**config.mk**
```make
export PLATFORM = sky130hd
export DESIGN_NAME = uart_tx_framer
export DESIGN_NICKNAME = d
export VERILOG_FILES = /design/src/rtl/uart_tx_framer.sv
export SDC_FILE = /design/constraint.sdc
export NUM_CORES = 1
export LEC_CHECK = 0
export ABC_AREA = 1
export BUFFER_PORTS_ARGS = -buffer_cell sky130_fd_sc_hd__buf_2
export CAP_MARGIN = 5
export CORE_UTILIZATION = 40
export CTS_BUF_LIST = sky130_fd_sc_hd__clkbuf_8
export DETAILED_ROUTE_END_ITERATION = 6
export GPL_ROUTABILITY_DRIVEN = 0
export GPL_TIMING_DRIVEN = 0
export MAX_ROUTING_LAYER = met4
export SLEW_MARGIN = 25
export SYNTH_ARGS = -nofsm -noshare
export SYNTH_HDL_FRONTEND = slang
export SYNTH_SLANG_ARGS = --single-unit
export TNS_END_PERCENT = 30
```
**constraint.sdc**
```tcl
create_clock -name clk -period 1.56 [get_ports clk]
set_input_delay 0.312 -clock clk [delete_from_list [all_inputs] [get_ports clk]]
set_output_delay 0.312 -clock clk [all_outputs]
set_load 0.03 [all_outputs]
```
**src/rtl/uart_tx_framer.sv**
```systemverilog
// 8N1 UART transmit framer: latches a byte on byte_ready, sends it on t_byte,
// and holds done until byte_ready is released.
module uart_tx_framer #(
  parameter int CLKS_PER_BIT = 434
) (
  input  logic       clk,
  input  logic       rst_n,
  input  logic [7:0] data_in,
  input  logic       byte_ready,
  input  logic       t_byte,
  output logic       tx,
  output logic       done,
  output logic       busy
);

  localparam int CW = $clog2(CLKS_PER_BIT);
  localparam logic [CW-1:0] CNT_MAX = CW'(CLKS_PER_BIT - 1);

  typedef enum logic [2:0] {
    IDLE  = 3'd0,
    START = 3'd1,
    DATA  = 3'd2,
    STOP  = 3'd3,
    DONE  = 3'd4
  } state_e;

  state_e        state_q, state_d;
  logic [7:0]    shift_q, shift_d;
  logic [CW-1:0] cnt_q, cnt_d;
  logic [2:0]    idx_q, idx_d;
  logic          tx_q, tx_d;
  logic          done_q, done_d;
  logic          busy_q, busy_d;
  logic          bit_end_s;

  assign bit_end_s = (cnt_q == CNT_MAX);

  // Next-state and next-output computation; outputs are computed one edge ahead
  always_comb begin
    state_d = state_q;
    shift_d = shift_q;
    cnt_d   = cnt_q + CW'(1);
    idx_d   = idx_q;
    tx_d    = tx_q;
    done_d  = done_q;
    busy_d  = busy_q;
    case (state_q)
      IDLE: begin
        cnt_d = {CW{1'b0}};
        if (byte_ready) begin
          shift_d = data_in;
          if (t_byte) begin
            state_d = START;
            tx_d    = 1'b0;
            busy_d  = 1'b1;
          end else begin
            state_d = IDLE;
          end
        end else begin
          state_d = IDLE;
        end
      end
      START: begin
        if (bit_end_s) begin
          state_d = DATA;
          cnt_d   = {CW{1'b0}};
          idx_d   = 3'd0;
          tx_d    = shift_q[0];
        end else begin
          state_d = START;
        end
      end
      DATA: begin
        if (bit_end_s) begin
          cnt_d = {CW{1'b0}};
          if (idx_q == 3'd7) begin
            state_d = STOP;
            tx_d    = 1'b1;
          end else begin
            // The next bit to drive is the one about to land in shift_q[0]
            shift_d = {1'b0, shift_q[7:1]};
            tx_d    = shift_q[1];
            idx_d   = idx_q + 3'd1;
          end
        end else begin
          state_d = DATA;
        end
      end
      STOP: begin
        if (bit_end_s) begin
          state_d = DONE;
          cnt_d   = {CW{1'b0}};
          tx_d    = 1'b1;
          busy_d  = 1'b0;
          done_d  = 1'b1;
        end else begin
          state_d = STOP;
        end
      end
      DONE: begin
        cnt_d = {CW{1'b0}};
        if (!byte_ready) begin
          state_d = IDLE;
          done_d  = 1'b0;
        end else begin
          state_d = DONE;
        end
      end
      default: begin
        state_d = IDLE;
        cnt_d   = {CW{1'b0}};
        idx_d   = 3'd0;
        tx_d    = 1'b1;
        done_d  = 1'b0;
        busy_d  = 1'b0;
      end
    endcase
  end

  // State and output registers with synchronous active-low reset
  always_ff @(posedge clk) begin
    if (!rst_n) begin
      state_q <= IDLE;
      shift_q <= 8'h00;
      cnt_q   <= {CW{1'b0}};
      idx_q   <= 3'd0;
      tx_q    <= 1'b1;
      done_q  <= 1'b0;
      busy_q  <= 1'b0;
    end else begin
      state_q <= state_d;
      shift_q <= shift_d;
      cnt_q   <= cnt_d;
      idx_q   <= idx_d;
      tx_q    <= tx_d;
      done_q  <= done_d;
      busy_q  <= busy_d;
    end
  end

  assign tx   = tx_q;
  assign done = done_q;
  assign busy = busy_q;

endmodule

```
=== Word level (Yosys, flattened, before mapping) ===
Index checks and enable logic that the tools add are counted.

* Equality and inequality tests: 14
* Muxes and demuxes: 29
* Add/sub/neg operators: 2
* Bitwise gates (word level): 6
* Reduce and logical (&&, ||, !) cells: 12

{| class="wikitable"
|+ Operators by type and width
! operator !! count
|-
| 2-to-1 mux 3 bit || 8
|-
| 2-to-1 mux 8 bit || 3
|-
| case mux 8 bit (2 select lines) || 1
|-
| case mux 3 bit (5 select lines) || 1
|-
| OR reduction 3 bit || 5
|-
| != test 2 bit (second input constant) || 7
|-
| AND reduction 4 bit || 3
|-
| 2-to-1 mux 1 bit || 11
|-
| adder 9 x 1 -> 9 bit (second input constant) || 1
|-
| == test 9 bit (second input constant) || 1
|-
| case mux 3 bit (3 select lines) || 1
|-
| == test 3 x 2 -> 1 bit (second input constant) || 2
|-
| == test 3 bit (second input constant) || 2
|-
| inverter 1 bit || 6
|-
| case mux 1 bit (3 select lines) || 2
|-
| AND reduction 6 bit || 1
|-
| case mux 1 bit (5 select lines) || 1
|-
| adder 3 x 1 -> 3 bit (second input constant) || 1
|-
| == test 3 x 1 -> 1 bit (second input constant) || 1
|-
| logical NOT 3 bit || 1
|-
| != test 3 bit (second input constant) || 1
|-
| AND reduction 3 bit || 1
|-
| 2-to-1 mux 2 bit || 1
|-
| nonzero test 2 bit || 1
|}

* Output and inout bits: 3
* Register bits: 26

=== Longest topological paths before layout ===
* Word-level depth: 4
* Mapped depth: 10
* Gate-level depth less buffers: 10

=== Worst setup path before layout ===
Ideal clock, no wire load.

* Path kind: reg-to-reg
* Start point: register idx_q[0]
* End point: register idx_q[0]
* Clock period less this slack: 1.290 ns
* Data arrival time: 1.176 ns
* Stages on the path, launching flop included: 9
* Path buffers: 0
* Library setup time: 0.114 ns
* Slack: 0.270 ns
* Path through: dfxtp_1 > ha_1 > ha_1 > inv_1 > nor2_1 > nor2_1 > nand2_2 > a21oi_1 > nor2_1

* Word-level cells in the longest chain between the ends: 4

{| class="wikitable"
|+ RTL lines
! element !! RTL line !! RTL
|-
| start, declared || 30 || <nowiki>logic [2:0] idx_q, idx_d;</nowiki>
|-
| start signal, assigned || 134 || <nowiki>idx_q <= idx_d;</nowiki>
|-
| adder 3 x 1 -> 3 bit || 83 || <nowiki>idx_d = idx_q + 3'd1;</nowiki>
|-
| 2-to-1 mux 3 bit || 76 || <nowiki>if (idx_q == 3'd7) begin</nowiki>
|-
| 2-to-1 mux 3 bit || 74 || <nowiki>if (bit_end_s) begin</nowiki>
|-
| case mux 3 bit (3 select lines) || 47 || <nowiki>case (state_q)</nowiki>
|}

Several ways; a longest one is shown, not always the timed one. The select of a mux whose other input is x is not followed.
A chain may end at the register's enable or synchronous reset.

=== Worst setup path in the final report ===
* Start point: register cnt_q[1]
* End point: register shift_q[0]

* Word-level cells in the longest chain between the ends: 3

{| class="wikitable"
|+ RTL lines
! element !! RTL line !! RTL
|-
| start, declared || 29 || <nowiki>logic [CW-1:0] cnt_q, cnt_d;</nowiki>
|-
| start signal, assigned || 125 || <nowiki>cnt_q <= {CW{1'b0}};</nowiki>
|-
| start signal, assigned || 133 || <nowiki>cnt_q <= cnt_d;</nowiki>
|-
| == test 9 bit || 36 || <nowiki>assign bit_end_s = (cnt_q == CNT_MAX);</nowiki>
|-
| != test 2 bit (no source line) || - ||
|-
| AND reduction 4 bit (no source line) || - ||
|-
| end signal, assigned || 132 || <nowiki>shift_q <= shift_d;</nowiki>
|-
| end, declared || 28 || <nowiki>logic [7:0] shift_q, shift_d;</nowiki>
|}

Every way passes these cells.

==> impl_metrics.env <==
export IMPL_die_area_um2=3550
export IMPL_synth_avg_cell_area_um2=6.99
export IMPL_ant_nets=0
export IMPL_tightest_slew_ps=377
export IMPL_track_usage_pct=18.0
export IMPL_tritoncts="done"
export IMPL_powerDensity_nw_per_um2=926
export IMPL_io_pins=15
export IMPL_fillers=348
export IMPL_drv_slew=0
export IMPL_synth_area_top_cells="dfxtp_1, nand2_1, nor2_1, a21oi_1, nand3_1"
export IMPL_num_vias=1195
export IMPL_tns_ps=0
export IMPL_finalHoldViolCount=0
export IMPL_register_area_um2=520
export IMPL_final_nets=225
export IMPL_fin_crit_ps=1390
export IMPL_yosys_warnings=0
export IMPL_grt_max_degree=16
export IMPL_core_rowCount=20
export IMPL_run_status="complete, no violations"
export IMPL_max_freq_ghz=0.718
export IMPL_wl_per_cell_um=10.3
export IMPL_drv_cap=0
export IMPL_clkTransAtPathRegs_ps=90
export IMPL_grt_pass1_wl_um=4750
export IMPL_relSlewSlack_pct=74.6
export IMPL_critPathMaxFanout=9
export IMPL_end_kind="flip-flop"
export IMPL_place_ws_ps=135
export IMPL_drive_above_1_share_pct=20.2
export IMPL_grt_pass1_vias=1139
export IMPL_worstPathCellList="inv_1 > ha_1 > nand2_1 > nor2_4 > nand2_4 > nand2_2 > nand2_4 > clkinv_4 > nor2_1 > nor2_1"
export IMPL_diodes=0
export IMPL_fp_coreArea_um2=3100
export IMPL_synth_top_area_share_pct=39.2
export IMPL_synth_ff_type="dfxtp_1"
export IMPL_layout_setup_ws_ps=168
export IMPL_htreeDepth=1
export IMPL_synth_nets=206
export IMPL_hold_path_class="primary input to flip-flop"
export IMPL_hp_start="byte_ready"
export IMPL_crit_arrival_ps=1570
export IMPL_syn_inst=190
export IMPL_multi_input_area_um2=712
export IMPL_clkLatencyLatePin_ps=270
export IMPL_critPathRequiredTime_ps=1730
export IMPL_fin_worst_skew_ps=2.49
export IMPL_die_w_um=59.6
export IMPL_drtIter0Drc=32
export IMPL_ir_drop_v=0.000577
export IMPL_grt_antenna_before_repair=0
export IMPL_path_class="flip-flop to flip-flop"
export IMPL_rsz0062_at_grt="false"
export IMPL_syn_to_final_growth_pct=15.6
export IMPL_cts_setup_buffers=0
export IMPL_cp_slowest_cell="dfxtp_1"
export IMPL_setup_viol=0
export IMPL_clockBufferDepth=2
export IMPL_syn_cell_area_um2=1330
export IMPL_dieHeight_um=59.6
export IMPL_ys_seq_area_share_pct=39.2
export IMPL_firstDrtPassIters=4
export IMPL_synth_edf_count=0
export IMPL_clock_sinks=26
export IMPL_synth_top_area_cell="dfxtp_1"
export IMPL_cts_buffers=3
export IMPL_vias_per_cell=4.74
export IMPL_setup_worst_path_start="cnt_q[1]"
export IMPL_dp_hpwl_um=1920
export IMPL_synthArstFlopShare_pct=0
export IMPL_r2r_start="cnt_q[1]"
export IMPL_start_util_pct=42.8
export IMPL_cpPeakStageDelay_ps=360
export IMPL_ys_ff_latch=26
export IMPL_yosysUniqueCellTypes=25
export IMPL_fin_crit_sh_pct=89.2
export IMPL_p_leak_uw=0.000684
export IMPL_wl_um=2600
export IMPL_start_kind="flip-flop"
export IMPL_drc=0
export IMPL_cts_root_buf="clkbuf_8"
export IMPL_io_buffers=14
export IMPL_overflow=0
## worst paths after layout
path                endpoint  slack (ps)  cells after the start
setup / recovery  shift_q[0]         170                     10
hold / removal    state_q[2]         350                      3
hold reg to reg         done         470                      2
setup reg to reg  shift_q[0]         170                     10
## cell usage after synthesis, drive strengths merged (2+ instances only)
master and n:
nand2 53, nor2 34, dfxtp 26, inv 17, nand3 13, o21ai 12
a21oi 11, nor3 6, buf 4, ha 4, nand3b 2, nand4 2
xor2 2
## critical path: cells and delay by family, from the launching register on
kind	cells	cell delay, ps
AND/OR/NAND/NOR	7	610
flip-flops	1	360
adder cells (fa/ha/maj)	1	170
buffers and inverters	2	150
## per-layer routing
layer  wire length (µm)  vias to the layer above  global-route usage [%]
met2               1160                       14                    30.2
met5                  0                        -                       -
li1                   -                      647                       -
met1               1340                      528                    21.8
met4                 46                        0                    6.98
met3                 52                        6                    2.62
## report_power, final
group	switching, µW	internal, µW	total [µW]
Sequential	14.8	691	706
Combinational	94.1	55.8	150
Clock	222	343	565
## cell type report
class | count | share of cell area [%]
tap | 44 | 3.59
inverter | 18 | 4.73
clock inverter | 1 | 1.96
multi-input combinational | 142 | 46.4
buffer | 4 | 2.12
timing repair buffer | 14 | 4.57
clock buffer | 3 | 2.69
sequential | 26 | 33.9
## per-stage QoR
stage	util [%]	total power [µW]	area, µm²	instances	hold WS [ps]
floorplan	-	828	1330	190	433
global placement	46.8	866	1450	248	443
detailed placement	46.8	870	1450	248	456
CTS	49.1	1430	1520	252	351
global route	49.4	1490	1530	252	360
finish	49.4	1420	1530	252	352
## cell families after synthesis
group / after synthesis / synth area share, %
and+or+nand+nor: 112 / 38.6
DFF: 26 / 39.2
AOI/OAI and AO/OA: 24 / 9.14
buffers and inverters: 22 / 7.92
adders and majority gates: 4 / 3.77
xor gates and xnor gates: 2 / 1.32
## what timing repair did
action | 4_1_cts | 5_1_grt
hold buffers | 0 | 0
endpoints found under the setup margin | 0 | 5
resized for setup | 0 | 3
## placed cells by master (no fill, tap or decap)
| cell type | n |
|---|---|
| nor2_4 | 2 |
| nor2_2 | 3 |
| nor2_1 | 29 |
| nand3_1 | 11 |
| buf_6 | 2 |
| buf_2 | 16 |
| nand3b_1 | 2 |
| nand2_4 | 2 |
| nand2_1 | 46 |
| xor2_1 | 2 |
| nand3_2 | 2 |
| dfxtp_1 | 26 |
| inv_2 | 4 |
| clkinv_4 | 1 |
| nor3_1 | 6 |
| ha_1 | 4 |
| bufinv_16 | 1 |
| o21ai_0 | 2 |
| clkbuf_8 | 3 |
| or2_2 | 1 |
| a31oi_1 | 1 |
| nand2_2 | 5 |
| a21oi_1 | 11 |
| o21ai_1 | 10 |
| nand4_1 | 2 |
| nor3b_1 | 1 |
| inv_1 | 13 |
## flip-flops by register name (all words and copies together) (netlist names)
register	flops
shift_q	8
done	1
busy	1
cnt_q	9
state_q	3
tx	1
idx_q	3
(Power assumes the default switching activity.)
